File: config.mk
export PLATFORM = sky130hd
export DESIGN_NAME = id_ex_stage_flat
export DESIGN_NICKNAME = d
export VERILOG_FILES = /design/src/rtl/id_ex_stage_if.sv /design/src/rtl/id_ex_stage.sv /design/src/flat_wrapper.sv
export SDC_FILE = /design/constraint.sdc
export NUM_CORES = 1
export LEC_CHECK = 0
export CAP_MARGIN = 20
export CORE_ASPECT_RATIO = 0.6
export CORE_MARGIN = 3
export CORE_UTILIZATION = 35
export CTS_BUF_LIST = sky130_fd_sc_hd__clkbuf_2 sky130_fd_sc_hd__clkbuf_4 sky130_fd_sc_hd__clkbuf_8
export DETAILED_ROUTE_END_ITERATION = 10
export GPL_TIMING_DRIVEN = 0
export PLACE_DENSITY = 0.69
export SYNTH_ARGS = -nofsm -noshare
export SYNTH_HDL_FRONTEND = slang
export SYNTH_SLANG_ARGS = --single-unit
File: constraint.sdc
create_clock -name clk -period 15.2 [get_ports clk]
set_input_delay 3.04 -clock clk [delete_from_list [all_inputs] [get_ports clk]]
set_output_delay 3.04 -clock clk [all_outputs]
set_load 0.02 [all_outputs]
File: src/rtl/id_ex_stage_if.sv
// ID/EX stage bus: decoded ID-side inputs, flush/hold controls, stall feedback and registered EX-side outputs.
interface id_ex_stage_if #(
  parameter int unsigned DATA_W  = 32,
  parameter int unsigned RADDR_W = 5
);
  logic               id_valid;
  logic [RADDR_W-1:0] id_rs, id_rt, id_rd;
  logic [DATA_W-1:0]  id_rdata1, id_rdata2, id_imm, id_pc4;
  logic               id_wen, id_alusrc, id_regdst, id_memwrite, id_memread;
  logic               id_memtoreg, id_branch, id_jump, id_jal, id_jr;
  logic [2:0]         id_aluop;
  logic               flush_in, hold_in, stall_out;
  logic               ex_valid;
  logic               ex_wen, ex_alusrc, ex_regdst, ex_memwrite, ex_memread;
  logic               ex_memtoreg, ex_branch, ex_jump, ex_jal, ex_jr;
  logic [2:0]         ex_aluop;
  logic [DATA_W-1:0]  ex_rdata1, ex_rdata2, ex_imm, ex_pc4;
  logic [RADDR_W-1:0] ex_rs, ex_rt, ex_dest;

  modport master (
    output id_valid, id_rs, id_rt, id_rd, id_rdata1, id_rdata2, id_imm, id_pc4,
           id_wen, id_alusrc, id_regdst, id_memwrite, id_memread, id_memtoreg,
           id_branch, id_jump, id_jal, id_jr, id_aluop, flush_in, hold_in,
    input  stall_out, ex_valid, ex_wen, ex_alusrc, ex_regdst, ex_memwrite, ex_memread,
           ex_memtoreg, ex_branch, ex_jump, ex_jal, ex_jr, ex_aluop,
           ex_rdata1, ex_rdata2, ex_imm, ex_pc4, ex_rs, ex_rt, ex_dest
  );

  modport slave (
    input  id_valid, id_rs, id_rt, id_rd, id_rdata1, id_rdata2, id_imm, id_pc4,
           id_wen, id_alusrc, id_regdst, id_memwrite, id_memread, id_memtoreg,
           id_branch, id_jump, id_jal, id_jr, id_aluop, flush_in, hold_in,
    output stall_out, ex_valid, ex_wen, ex_alusrc, ex_regdst, ex_memwrite, ex_memread,
           ex_memtoreg, ex_branch, ex_jump, ex_jal, ex_jr, ex_aluop,
           ex_rdata1, ex_rdata2, ex_imm, ex_pc4, ex_rs, ex_rt, ex_dest
  );
endinterface

File: src/rtl/id_ex_stage.sv
// ID/EX pipeline register with load-use bubble insertion, hold and flush.
// Optional ID_EX_HAZARD_STATS_EN adds saturating stall/flush event counters.
module id_ex_stage #(
  parameter int unsigned DATA_W   = 32,
  parameter int unsigned RADDR_W  = 5,
  parameter int unsigned LINK_REG = 31
) (
  input  logic         clk,
  input  logic         rst,
  id_ex_stage_if.slave bus
`ifdef ID_EX_HAZARD_STATS_EN
  ,
  output logic [15:0]  stat_stall_cnt,
  output logic [15:0]  stat_flush_cnt
`endif
);

  typedef struct packed {
    logic       wen, alusrc, regdst, memwrite, memread;
    logic       memtoreg, branch, jump, jal, jr;
    logic [2:0] aluop;
  } ctrl_t;

  typedef enum logic [1:0] {ACT_CAPTURE, ACT_FLUSH, ACT_HOLD, ACT_BUBBLE} act_e;

  logic               valid_q, valid_d;
  ctrl_t              ctrl_q, ctrl_d, id_ctrl;
  logic [DATA_W-1:0]  rdata1_q, rdata1_d, rdata2_q, rdata2_d;
  logic [DATA_W-1:0]  imm_q, imm_d, pc4_q, pc4_d;
  logic [RADDR_W-1:0] rs_q, rs_d, rt_q, rt_d, dest_q, dest_d, id_dest;
  logic               reads_rs, reads_rt, load_use;
  act_e               act;

  assign id_ctrl = '{wen: bus.id_wen, alusrc: bus.id_alusrc, regdst: bus.id_regdst,
                     memwrite: bus.id_memwrite, memread: bus.id_memread,
                     memtoreg: bus.id_memtoreg, branch: bus.id_branch, jump: bus.id_jump,
                     jal: bus.id_jal, jr: bus.id_jr, aluop: bus.id_aluop};

  assign id_dest  = bus.id_jal ? RADDR_W'(LINK_REG) : (bus.id_alusrc ? bus.id_rt : bus.id_rd);
  assign reads_rs = !(bus.id_jump & !bus.id_jr);
  assign reads_rt = !bus.id_alusrc | bus.id_memwrite | bus.id_branch;
  assign load_use = bus.id_valid & valid_q & ctrl_q.memread & (dest_q != '0) &
                    ((reads_rs & (bus.id_rs == dest_q)) | (reads_rt & (bus.id_rt == dest_q)));

  // Gated by rst so the stall is quiet while reset holds, even if hold_in is high.
  assign bus.stall_out = !rst & !bus.flush_in & (bus.hold_in | load_use);

  always_comb begin
    act = ACT_CAPTURE;
    if (bus.flush_in)     act = ACT_FLUSH;
    else if (bus.hold_in) act = ACT_HOLD;
    else if (load_use)    act = ACT_BUBBLE;
  end

  always_comb begin
    valid_d  = valid_q;
    ctrl_d   = ctrl_q;
    rdata1_d = rdata1_q;
    rdata2_d = rdata2_q;
    imm_d    = imm_q;
    pc4_d    = pc4_q;
    rs_d     = rs_q;
    rt_d     = rt_q;
    dest_d   = dest_q;
    unique case (act)
      ACT_FLUSH, ACT_BUBBLE: begin
        valid_d  = 1'b0;
        ctrl_d   = '0;
        rdata1_d = '0;
        rdata2_d = '0;
        imm_d    = '0;
        pc4_d    = '0;
        rs_d     = '0;
        rt_d     = '0;
        dest_d   = '0;
      end
      ACT_HOLD: ;
      ACT_CAPTURE: begin
        valid_d  = bus.id_valid;
        ctrl_d   = bus.id_valid ? id_ctrl : '0;
        rdata1_d = bus.id_rdata1;
        rdata2_d = bus.id_rdata2;
        imm_d    = bus.id_imm;
        pc4_d    = bus.id_pc4;
        rs_d     = bus.id_rs;
        rt_d     = bus.id_rt;
        dest_d   = id_dest;
      end
      default: ;
    endcase
  end

  always_ff @(posedge clk or posedge rst) begin
    if (rst) begin
      valid_q  <= 1'b0;
      ctrl_q   <= '0;
      rdata1_q <= '0;
      rdata2_q <= '0;
      imm_q    <= '0;
      pc4_q    <= '0;
      rs_q     <= '0;
      rt_q     <= '0;
      dest_q   <= '0;
    end else begin
      valid_q  <= valid_d;
      ctrl_q   <= ctrl_d;
      rdata1_q <= rdata1_d;
      rdata2_q <= rdata2_d;
      imm_q    <= imm_d;
      pc4_q    <= pc4_d;
      rs_q     <= rs_d;
      rt_q     <= rt_d;
      dest_q   <= dest_d;
    end
  end

  assign bus.ex_valid    = valid_q;
  assign bus.ex_wen      = ctrl_q.wen;
  assign bus.ex_alusrc   = ctrl_q.alusrc;
  assign bus.ex_regdst   = ctrl_q.regdst;
  assign bus.ex_memwrite = ctrl_q.memwrite;
  assign bus.ex_memread  = ctrl_q.memread;
  assign bus.ex_memtoreg = ctrl_q.memtoreg;
  assign bus.ex_branch   = ctrl_q.branch;
  assign bus.ex_jump     = ctrl_q.jump;
  assign bus.ex_jal      = ctrl_q.jal;
  assign bus.ex_jr       = ctrl_q.jr;
  assign bus.ex_aluop    = ctrl_q.aluop;
  assign bus.ex_rdata1   = rdata1_q;
  assign bus.ex_rdata2   = rdata2_q;
  assign bus.ex_imm      = imm_q;
  assign bus.ex_pc4      = pc4_q;
  assign bus.ex_rs       = rs_q;
  assign bus.ex_rt       = rt_q;
  assign bus.ex_dest     = dest_q;

`ifdef ID_EX_HAZARD_STATS_EN
  logic [15:0] stall_cnt_q, flush_cnt_q;

  always_ff @(posedge clk or posedge rst) begin
    if (rst) begin
      stall_cnt_q <= '0;
      flush_cnt_q <= '0;
    end else begin
      if (act == ACT_BUBBLE && stall_cnt_q != '1) stall_cnt_q <= stall_cnt_q + 16'd1;
      if (act == ACT_FLUSH && flush_cnt_q != '1)  flush_cnt_q <= flush_cnt_q + 16'd1;
    end
  end

  assign stat_stall_cnt = stall_cnt_q;
  assign stat_flush_cnt = flush_cnt_q;
`endif

endmodule

File: src/flat_wrapper.sv
// flat-port wrapper written by rule: the top's interface ports become plain ports
module id_ex_stage_flat 
#(
  parameter int unsigned DATA_W   = 32,
  parameter int unsigned RADDR_W  = 5,
  parameter int unsigned LINK_REG = 31
)
  (clk, rst, bus_id_valid, bus_id_rs, bus_id_rt, bus_id_rd, bus_id_rdata1, bus_id_rdata2, bus_id_imm, bus_id_pc4, bus_id_wen, bus_id_alusrc, bus_id_regdst, bus_id_memwrite, bus_id_memread, bus_id_memtoreg, bus_id_branch, bus_id_jump, bus_id_jal, bus_id_jr, bus_id_aluop, bus_flush_in, bus_hold_in, bus_stall_out, bus_ex_valid, bus_ex_wen, bus_ex_alusrc, bus_ex_regdst, bus_ex_memwrite, bus_ex_memread, bus_ex_memtoreg, bus_ex_branch, bus_ex_jump, bus_ex_jal, bus_ex_jr, bus_ex_aluop, bus_ex_rdata1, bus_ex_rdata2, bus_ex_imm, bus_ex_pc4, bus_ex_rs, bus_ex_rt, bus_ex_dest);
  id_ex_stage_if #(.DATA_W(DATA_W), .RADDR_W(RADDR_W)) bus_i ();
  input  logic clk;
  input  logic rst;
  input wire logic [$bits(bus_i.id_valid)-1:0] bus_id_valid;
  input wire logic [$bits(bus_i.id_rs)-1:0] bus_id_rs;
  input wire logic [$bits(bus_i.id_rt)-1:0] bus_id_rt;
  input wire logic [$bits(bus_i.id_rd)-1:0] bus_id_rd;
  input wire logic [$bits(bus_i.id_rdata1)-1:0] bus_id_rdata1;
  input wire logic [$bits(bus_i.id_rdata2)-1:0] bus_id_rdata2;
  input wire logic [$bits(bus_i.id_imm)-1:0] bus_id_imm;
  input wire logic [$bits(bus_i.id_pc4)-1:0] bus_id_pc4;
  input wire logic [$bits(bus_i.id_wen)-1:0] bus_id_wen;
  input wire logic [$bits(bus_i.id_alusrc)-1:0] bus_id_alusrc;
  input wire logic [$bits(bus_i.id_regdst)-1:0] bus_id_regdst;
  input wire logic [$bits(bus_i.id_memwrite)-1:0] bus_id_memwrite;
  input wire logic [$bits(bus_i.id_memread)-1:0] bus_id_memread;
  input wire logic [$bits(bus_i.id_memtoreg)-1:0] bus_id_memtoreg;
  input wire logic [$bits(bus_i.id_branch)-1:0] bus_id_branch;
  input wire logic [$bits(bus_i.id_jump)-1:0] bus_id_jump;
  input wire logic [$bits(bus_i.id_jal)-1:0] bus_id_jal;
  input wire logic [$bits(bus_i.id_jr)-1:0] bus_id_jr;
  input wire logic [$bits(bus_i.id_aluop)-1:0] bus_id_aluop;
  input wire logic [$bits(bus_i.flush_in)-1:0] bus_flush_in;
  input wire logic [$bits(bus_i.hold_in)-1:0] bus_hold_in;
  output wire logic [$bits(bus_i.stall_out)-1:0] bus_stall_out;
  output wire logic [$bits(bus_i.ex_valid)-1:0] bus_ex_valid;
  output wire logic [$bits(bus_i.ex_wen)-1:0] bus_ex_wen;
  output wire logic [$bits(bus_i.ex_alusrc)-1:0] bus_ex_alusrc;
  output wire logic [$bits(bus_i.ex_regdst)-1:0] bus_ex_regdst;
  output wire logic [$bits(bus_i.ex_memwrite)-1:0] bus_ex_memwrite;
  output wire logic [$bits(bus_i.ex_memread)-1:0] bus_ex_memread;
  output wire logic [$bits(bus_i.ex_memtoreg)-1:0] bus_ex_memtoreg;
  output wire logic [$bits(bus_i.ex_branch)-1:0] bus_ex_branch;
  output wire logic [$bits(bus_i.ex_jump)-1:0] bus_ex_jump;
  output wire logic [$bits(bus_i.ex_jal)-1:0] bus_ex_jal;
  output wire logic [$bits(bus_i.ex_jr)-1:0] bus_ex_jr;
  output wire logic [$bits(bus_i.ex_aluop)-1:0] bus_ex_aluop;
  output wire logic [$bits(bus_i.ex_rdata1)-1:0] bus_ex_rdata1;
  output wire logic [$bits(bus_i.ex_rdata2)-1:0] bus_ex_rdata2;
  output wire logic [$bits(bus_i.ex_imm)-1:0] bus_ex_imm;
  output wire logic [$bits(bus_i.ex_pc4)-1:0] bus_ex_pc4;
  output wire logic [$bits(bus_i.ex_rs)-1:0] bus_ex_rs;
  output wire logic [$bits(bus_i.ex_rt)-1:0] bus_ex_rt;
  output wire logic [$bits(bus_i.ex_dest)-1:0] bus_ex_dest;
  assign bus_i.id_valid = bus_id_valid;
  assign bus_i.id_rs = bus_id_rs;
  assign bus_i.id_rt = bus_id_rt;
  assign bus_i.id_rd = bus_id_rd;
  assign bus_i.id_rdata1 = bus_id_rdata1;
  assign bus_i.id_rdata2 = bus_id_rdata2;
  assign bus_i.id_imm = bus_id_imm;
  assign bus_i.id_pc4 = bus_id_pc4;
  assign bus_i.id_wen = bus_id_wen;
  assign bus_i.id_alusrc = bus_id_alusrc;
  assign bus_i.id_regdst = bus_id_regdst;
  assign bus_i.id_memwrite = bus_id_memwrite;
  assign bus_i.id_memread = bus_id_memread;
  assign bus_i.id_memtoreg = bus_id_memtoreg;
  assign bus_i.id_branch = bus_id_branch;
  assign bus_i.id_jump = bus_id_jump;
  assign bus_i.id_jal = bus_id_jal;
  assign bus_i.id_jr = bus_id_jr;
  assign bus_i.id_aluop = bus_id_aluop;
  assign bus_i.flush_in = bus_flush_in;
  assign bus_i.hold_in = bus_hold_in;
  assign bus_stall_out = bus_i.stall_out;
  assign bus_ex_valid = bus_i.ex_valid;
  assign bus_ex_wen = bus_i.ex_wen;
  assign bus_ex_alusrc = bus_i.ex_alusrc;
  assign bus_ex_regdst = bus_i.ex_regdst;
  assign bus_ex_memwrite = bus_i.ex_memwrite;
  assign bus_ex_memread = bus_i.ex_memread;
  assign bus_ex_memtoreg = bus_i.ex_memtoreg;
  assign bus_ex_branch = bus_i.ex_branch;
  assign bus_ex_jump = bus_i.ex_jump;
  assign bus_ex_jal = bus_i.ex_jal;
  assign bus_ex_jr = bus_i.ex_jr;
  assign bus_ex_aluop = bus_i.ex_aluop;
  assign bus_ex_rdata1 = bus_i.ex_rdata1;
  assign bus_ex_rdata2 = bus_i.ex_rdata2;
  assign bus_ex_imm = bus_i.ex_imm;
  assign bus_ex_pc4 = bus_i.ex_pc4;
  assign bus_ex_rs = bus_i.ex_rs;
  assign bus_ex_rt = bus_i.ex_rt;
  assign bus_ex_dest = bus_i.ex_dest;
  id_ex_stage #(.DATA_W(DATA_W), .RADDR_W(RADDR_W), .LINK_REG(LINK_REG)) u_core (.clk(clk), .rst(rst), .bus(bus_i));
endmodule
; Word level (Yosys, flattened, before mapping)
; Index checks and enable logic that the tools add are counted.
[op_classes]
div_mod_pow = 0
bitwise_logic = 13
eq_ne = 4
n_lt_le_gt_ge = 0
mul = 0
n_reduce_logical = 9
add_sub_neg = 0
n_shift = 0
mux = 15
[op_table]
columns = op, count
row1 = case mux 32 bit (2 select lines), 4
row2 = case mux 5 bit (2 select lines), 3
row3 = case mux 13 bit (2 select lines), 1
row4 = 2-to-1 mux 13 bit, 1
row5 = equality test 5 bit, 2
row6 = 2-to-1 mux 5 bit, 2
row7 = AND 1 bit, 9
row8 = 2-to-1 mux 2 bit, 3
row9 = zero test 1 bit, 5
row10 = nonzero test 5 bit, 1
row11 = OR 1 bit, 4
row12 = "equality test 2 x 1 -> 1 bit, second input constant", 1
row13 = "equality test 2 bit, second input constant", 1
row14 = zero test 2 bit, 1
row15 = case mux 1 bit (2 select lines), 1
row16 = nonzero test 2 bit, 1
row17 = OR reduction 2 bit, 1
[word_totals]
ff_bits = 157
inputBits = 161
out_inout_bits = 158
mem_count = 0
ram_bits = 0
elab_cells = 60
latch_bits = 0
romBits = 0

; Logic depth before layout (Yosys ltp)
[logic_depth]
depth_word = 12
mapped_depth = 7
depth_no_buf = 5

; Worst setup path after synthesis
; Ideal clock, no wire load.
[synth_path]
path_type = input-to-output
start = input port bus_id_rt[2]
end = output port bus_stall_out
n_path_buf = 0
t_arrival_ns = 4.039
t_required_ns = 12.160
path_stages = 5
slack_ns = 8.121
cell_sequence = xnor2_1 -> nand4_1 -> o22ai_1 -> a21oi_1 -> nor3_1
[synth_via]
elab_chain_len = 6
[synth_rtl]
columns = item, line
row1 = start: declaration, flat_wrapper.sv:14  ; input wire logic [$bits(bus_i.id_rt)-1:0] bus_id_rt;
row2 = equality test 5 bit, id_ex_stage.sv:43  ; ((reads_rs & (bus.id_rs == dest_q)) | (reads_rt & (bus.id_rt == dest_q)));
row3 = AND 1 bit, id_ex_stage.sv:43
row4 = OR 1 bit, id_ex_stage.sv:43
row5 = AND 1 bit, id_ex_stage.sv:42  ; assign load_use = bus.id_valid & valid_q & ctrl_q.memread & (dest_q != '0) &
row6 = OR 1 bit, id_ex_stage.sv:46  ; assign bus.stall_out = !rst & !bus.flush_in & (bus.hold_in | load_use);
row7 = AND 1 bit, id_ex_stage.sv:46
row8 = end: declaration, flat_wrapper.sv:33  ; output wire logic [$bits(bus_i.stall_out)-1:0] bus_stall_out;
; Every way passes these cells.

; Final worst setup path
[layout_path]
start = input port bus_id_rt[1]
end = output port bus_stall_out
; Same word-level chain as after synthesis.

==> flow_summary_export.csv <==
group,metric,value,unit
run_status,status,"finished clean",
sta,hold_viol,0,
critical_path,critPathRequiredTime,12160,ps
die,fp.dieArea,18400,µm²
place,place_congestion,0.838,
clock_network,clock_sinks,157,
grt,antenna_found_initial,0,
power,clkPwrFrac,32.8,%
critical_path,worstSetupStartpointType,"primary input",
sta,min_period,8110,ps
critical_path,endpoint_kind,"primary output",
grt,grt_pass1_vias,5440,
clock_network,cts_made_buffers,17,
grt,grt-ovfl-total,0,
power,p_switching,0.267,mW
clock_network,insertion_delay,430,ps
power,design_power_total,0.951,mW
clock_network,clk_pin_slew_worst_paths,90,ps
critical_path,crit_type,"primary input to primary output",
synth,synthTopCellsByArea,"dfrtp_1, a22o_1, a32o_1",
sta,finalMaxSlewViolations,0,
flow_run,cap_violations,0,
power,pwr-share-seq,47.9,%
synth,ys_seq_area_share,67.0,%
power,switching_share,28.1,%
grt,grt_use_met2,37.2,%
clock_network,cts_setup_buffers,0,
synth,synth_edf_count,0,
critical_path,path_max_fanout,3,
route,drt_iter0_drc,302,
place,port_buffers,318,
synth,syn_area,5870,µm²
sta,fin_crit_sh,53.4,%
clock_network,cts_resized,0,
sta,tightest_slew,594,ps
route,vias_per_cell,5.09,
grt,grt_max_degree,103,
synth,synth_cell_types,23,
route,dr.pass1.iters,5,
worst_hold_path,min_from,"u_core.bus.ex_rt[2]",
place,hpwlAfterDp,15300,µm
synth,synthCells,409,
clock_network,tritoncts,"built",
final_layout,fillers,1256,
critical_path,r2r_slack,13220,ps
grt,grt_use_met1,27.9,%
worst_hold_path,min_path_type,"flip-flop to flip-flop",
power,vdd_drop_max,0.0499,mV
worst_hold_path,hold_end,"u_core.bus.ex_rt[2]",
route,finalWirelength,20200,µm
final_layout,drive_above_1_share,6.71,%
power,combPwrFrac,19.3,%
sta,slew-limit-headroom,60.4,%
power,p_leak,4.29,nW
die,pin_count,319,
critical_path,cp.arrival,5070,ps
clock_network,cts_buffer_depth,2,
sta,fin_skew,24.4,ps
die,start_util,37.0,%
sta,fmax,0.123,GHz
die,die_x,173,µm
die,core_area,15900,µm²
critical_path,ff2ff_path_depth,7,
synth,synth_top_area_share,67.0,%
clock_network,clk_root_buffer_cell,"clkbuf_8",
die,die_y,106,µm
clock_network,cts-hold-fix-buffers,0,
final_layout,fin_nets,908,
worst_hold_path,whs_path_depth,2,
sta,setup_viol,0,
route,ant_nets,0,
grt,busiest_layer,"met2",
route,drcViolationCount,0,
synth,synth_ff_type,"dfrtp_1",
synth,ys_ff_latch,157,
sta,setup_tns,0,ps
sta,rsz0062_at_grt,"no",
synth,synth_warnings,0,
synth,synthesis.nets,570,
die,row_count,35,
final_layout,ff_latch_area,3930,µm²
synth,yosysTopAreaCell,"dfrtp_1",
grt,gr-usage-all-layers,21.8,%
critical_path,timing.rr.start,"u_core.bus.ex_dest[1]",
power,power_density,97.5,nW/µm²
final_layout,diodes,0,
critical_path,worstReg2RegEnd,"u_core.bus.ex_rdata1[4]",
grt,use_met3,6.85,%
synth,synth-async-reset-ratio,100,%
power,p_int,0.684,mW
route,dr_total_vias,4995,
final_layout,syn2layout_area_growth,66.3,%
final_layout,multi_input_area,1680,µm²
route,routedWlPerCell,20.6,µm
synth,avgSynthCellArea,14.3,µm²
clock_network,h-tree-depth,4,
grt,grt_pass1_wl,31800,µm
[layer usage]
metal | wire (µm) | vias to the layer above | part of all wire [%]
met5 | 0 | - | 0
met4 | 108 | 0 | 0.53
met3 | 1450 | 10 | 7.2
met2 | 9900 | 183 | 49
met1 | 8730 | 2557 | 43
li1 | - | 2245 | -
[metrics by stage]
step | util [%] | area (µm²) | instances | hold slack (ps) | setup WS, ps
after global routing | 61.5 | 9750 | 982 | 521 | 6960
after CTS | 61.5 | 9750 | 982 | 491 | 7080
after global placement | 58.8 | 9330 | 949 | 460 | 5960
final | 61.5 | 9750 | 982 | 488 | 7090
after detailed placement | 59.0 | 9360 | 950 | 470 | 7100
after floorplan | - | 5870 | 409 | 587 | 7930
[flip-flops by register name, summed over array words and instances, names as in the netlist]
signal and flops:
u_core.bus.ex_aluop 3, u_core.bus.ex_valid 1, u_core.bus.ex_rs 5, u_core.bus.ex_regdst 1
u_core.bus.ex_memwrite 1, u_core.bus.ex_rdata1 32, u_core.bus.ex_jal 1, u_core.bus.ex_branch 1
u_core.bus.ex_pc4 32, u_core.bus.ex_dest 5, u_core.bus.ex_rt 5, u_core.bus.ex_wen 1
u_core.bus.ex_jr 1, u_core.bus.ex_memtoreg 1, u_core.bus.ex_jump 1, u_core.bus.ex_memread 1
u_core.bus.ex_rdata2 32, u_core.bus.ex_imm 32, u_core.bus.ex_alusrc 1
[cells by family (layout without fill, tap and decap cells)]
group | count (synthesis) | count (layout) | share of synthesized area [%]
buffers and inverters | 50 | 401 | 4.37
DFF | 157 | 157 | 67.0
AOI/OAI and AO/OA | 168 | 168 | 25.1
and+or+nand+nor | 24 | 24 | 2.03
xor gates and xnor gates | 10 | 10 | 1.49
[worst max-delay path by stage]
stage	from	slack (ps)	endpoint
after floorplan	rst	7930	u_core.bus.ex_aluop[0]
after global placement	rst	5960	u_core.bus.ex_imm[17]
after detailed placement	bus_id_rt[1]	7100	bus_stall_out
after CTS	bus_id_rt[1]	7080	bus_stall_out
after global routing	bus_id_rt[1]	6960	bus_stall_out
final	bus_id_rt[1]	7090	bus_stall_out
[placed cells by master, fill, tap and decap left out, types with 3 or more instances in the layout]
cell type and instances:
nor2b_1 6, a22o_1 134, a211o_1 5, o41ai_1 10, inv_6 5, a32o_1 13
clkdlybuf4s50_1 318, xnor2_1 10, clkinv_4 4, nand2_1 10, clkbuf_1 22, inv_1 11
dfrtp_1 157, buf_4 12, clkbuf_8 19, buf_6 3
[worst max-delay path, cell delays in order]
cell and delay [ps]:
clkdlybuf4s50_1 570, xnor2_1 140, nand4_1 130, o22ai_1 290
a21oi_1 120, nor3_1 150, clkdlybuf4s50_1 630
[power by group through the flow]
stage	sequential [mW]	clock (mW)	combinational, mW
after floorplan	0.490	0	0.0462
after global placement	0.462	0	0.180
after detailed placement	0.463	0	0.185
after CTS	0.455	0.319	0.185
after global routing	0.458	0.336	0.195
final	0.455	0.312	0.183
[synthesized netlist by cell type (2+ instances only)]
library cell	n
dfrtp_1	157
buf_4	12
clkbuf_1	22
a22o_1	134
xnor2_1	10
nand2_1	10
a32o_1	13
a211o_1	5
o41ai_1	10
nor2b_1	6
nor3_1	2
inv_1	12
a21oi_1	2
nand4_1	2
o21ai_1	2
buf_6	3
[final cells by class]
type / count / share of cell area [%]
inverters: 12 / 0.513
plain buffers: 38 / 2.17
flip-flops and latches: 157 / 40.3
multi-input cells: 202 / 17.2
well taps: 222 / 2.85
clock inverters: 12 / 1.30
clock buffers: 20 / 2.76
repair buffers: 319 / 32.9
(Power assumes the default switching activity.)
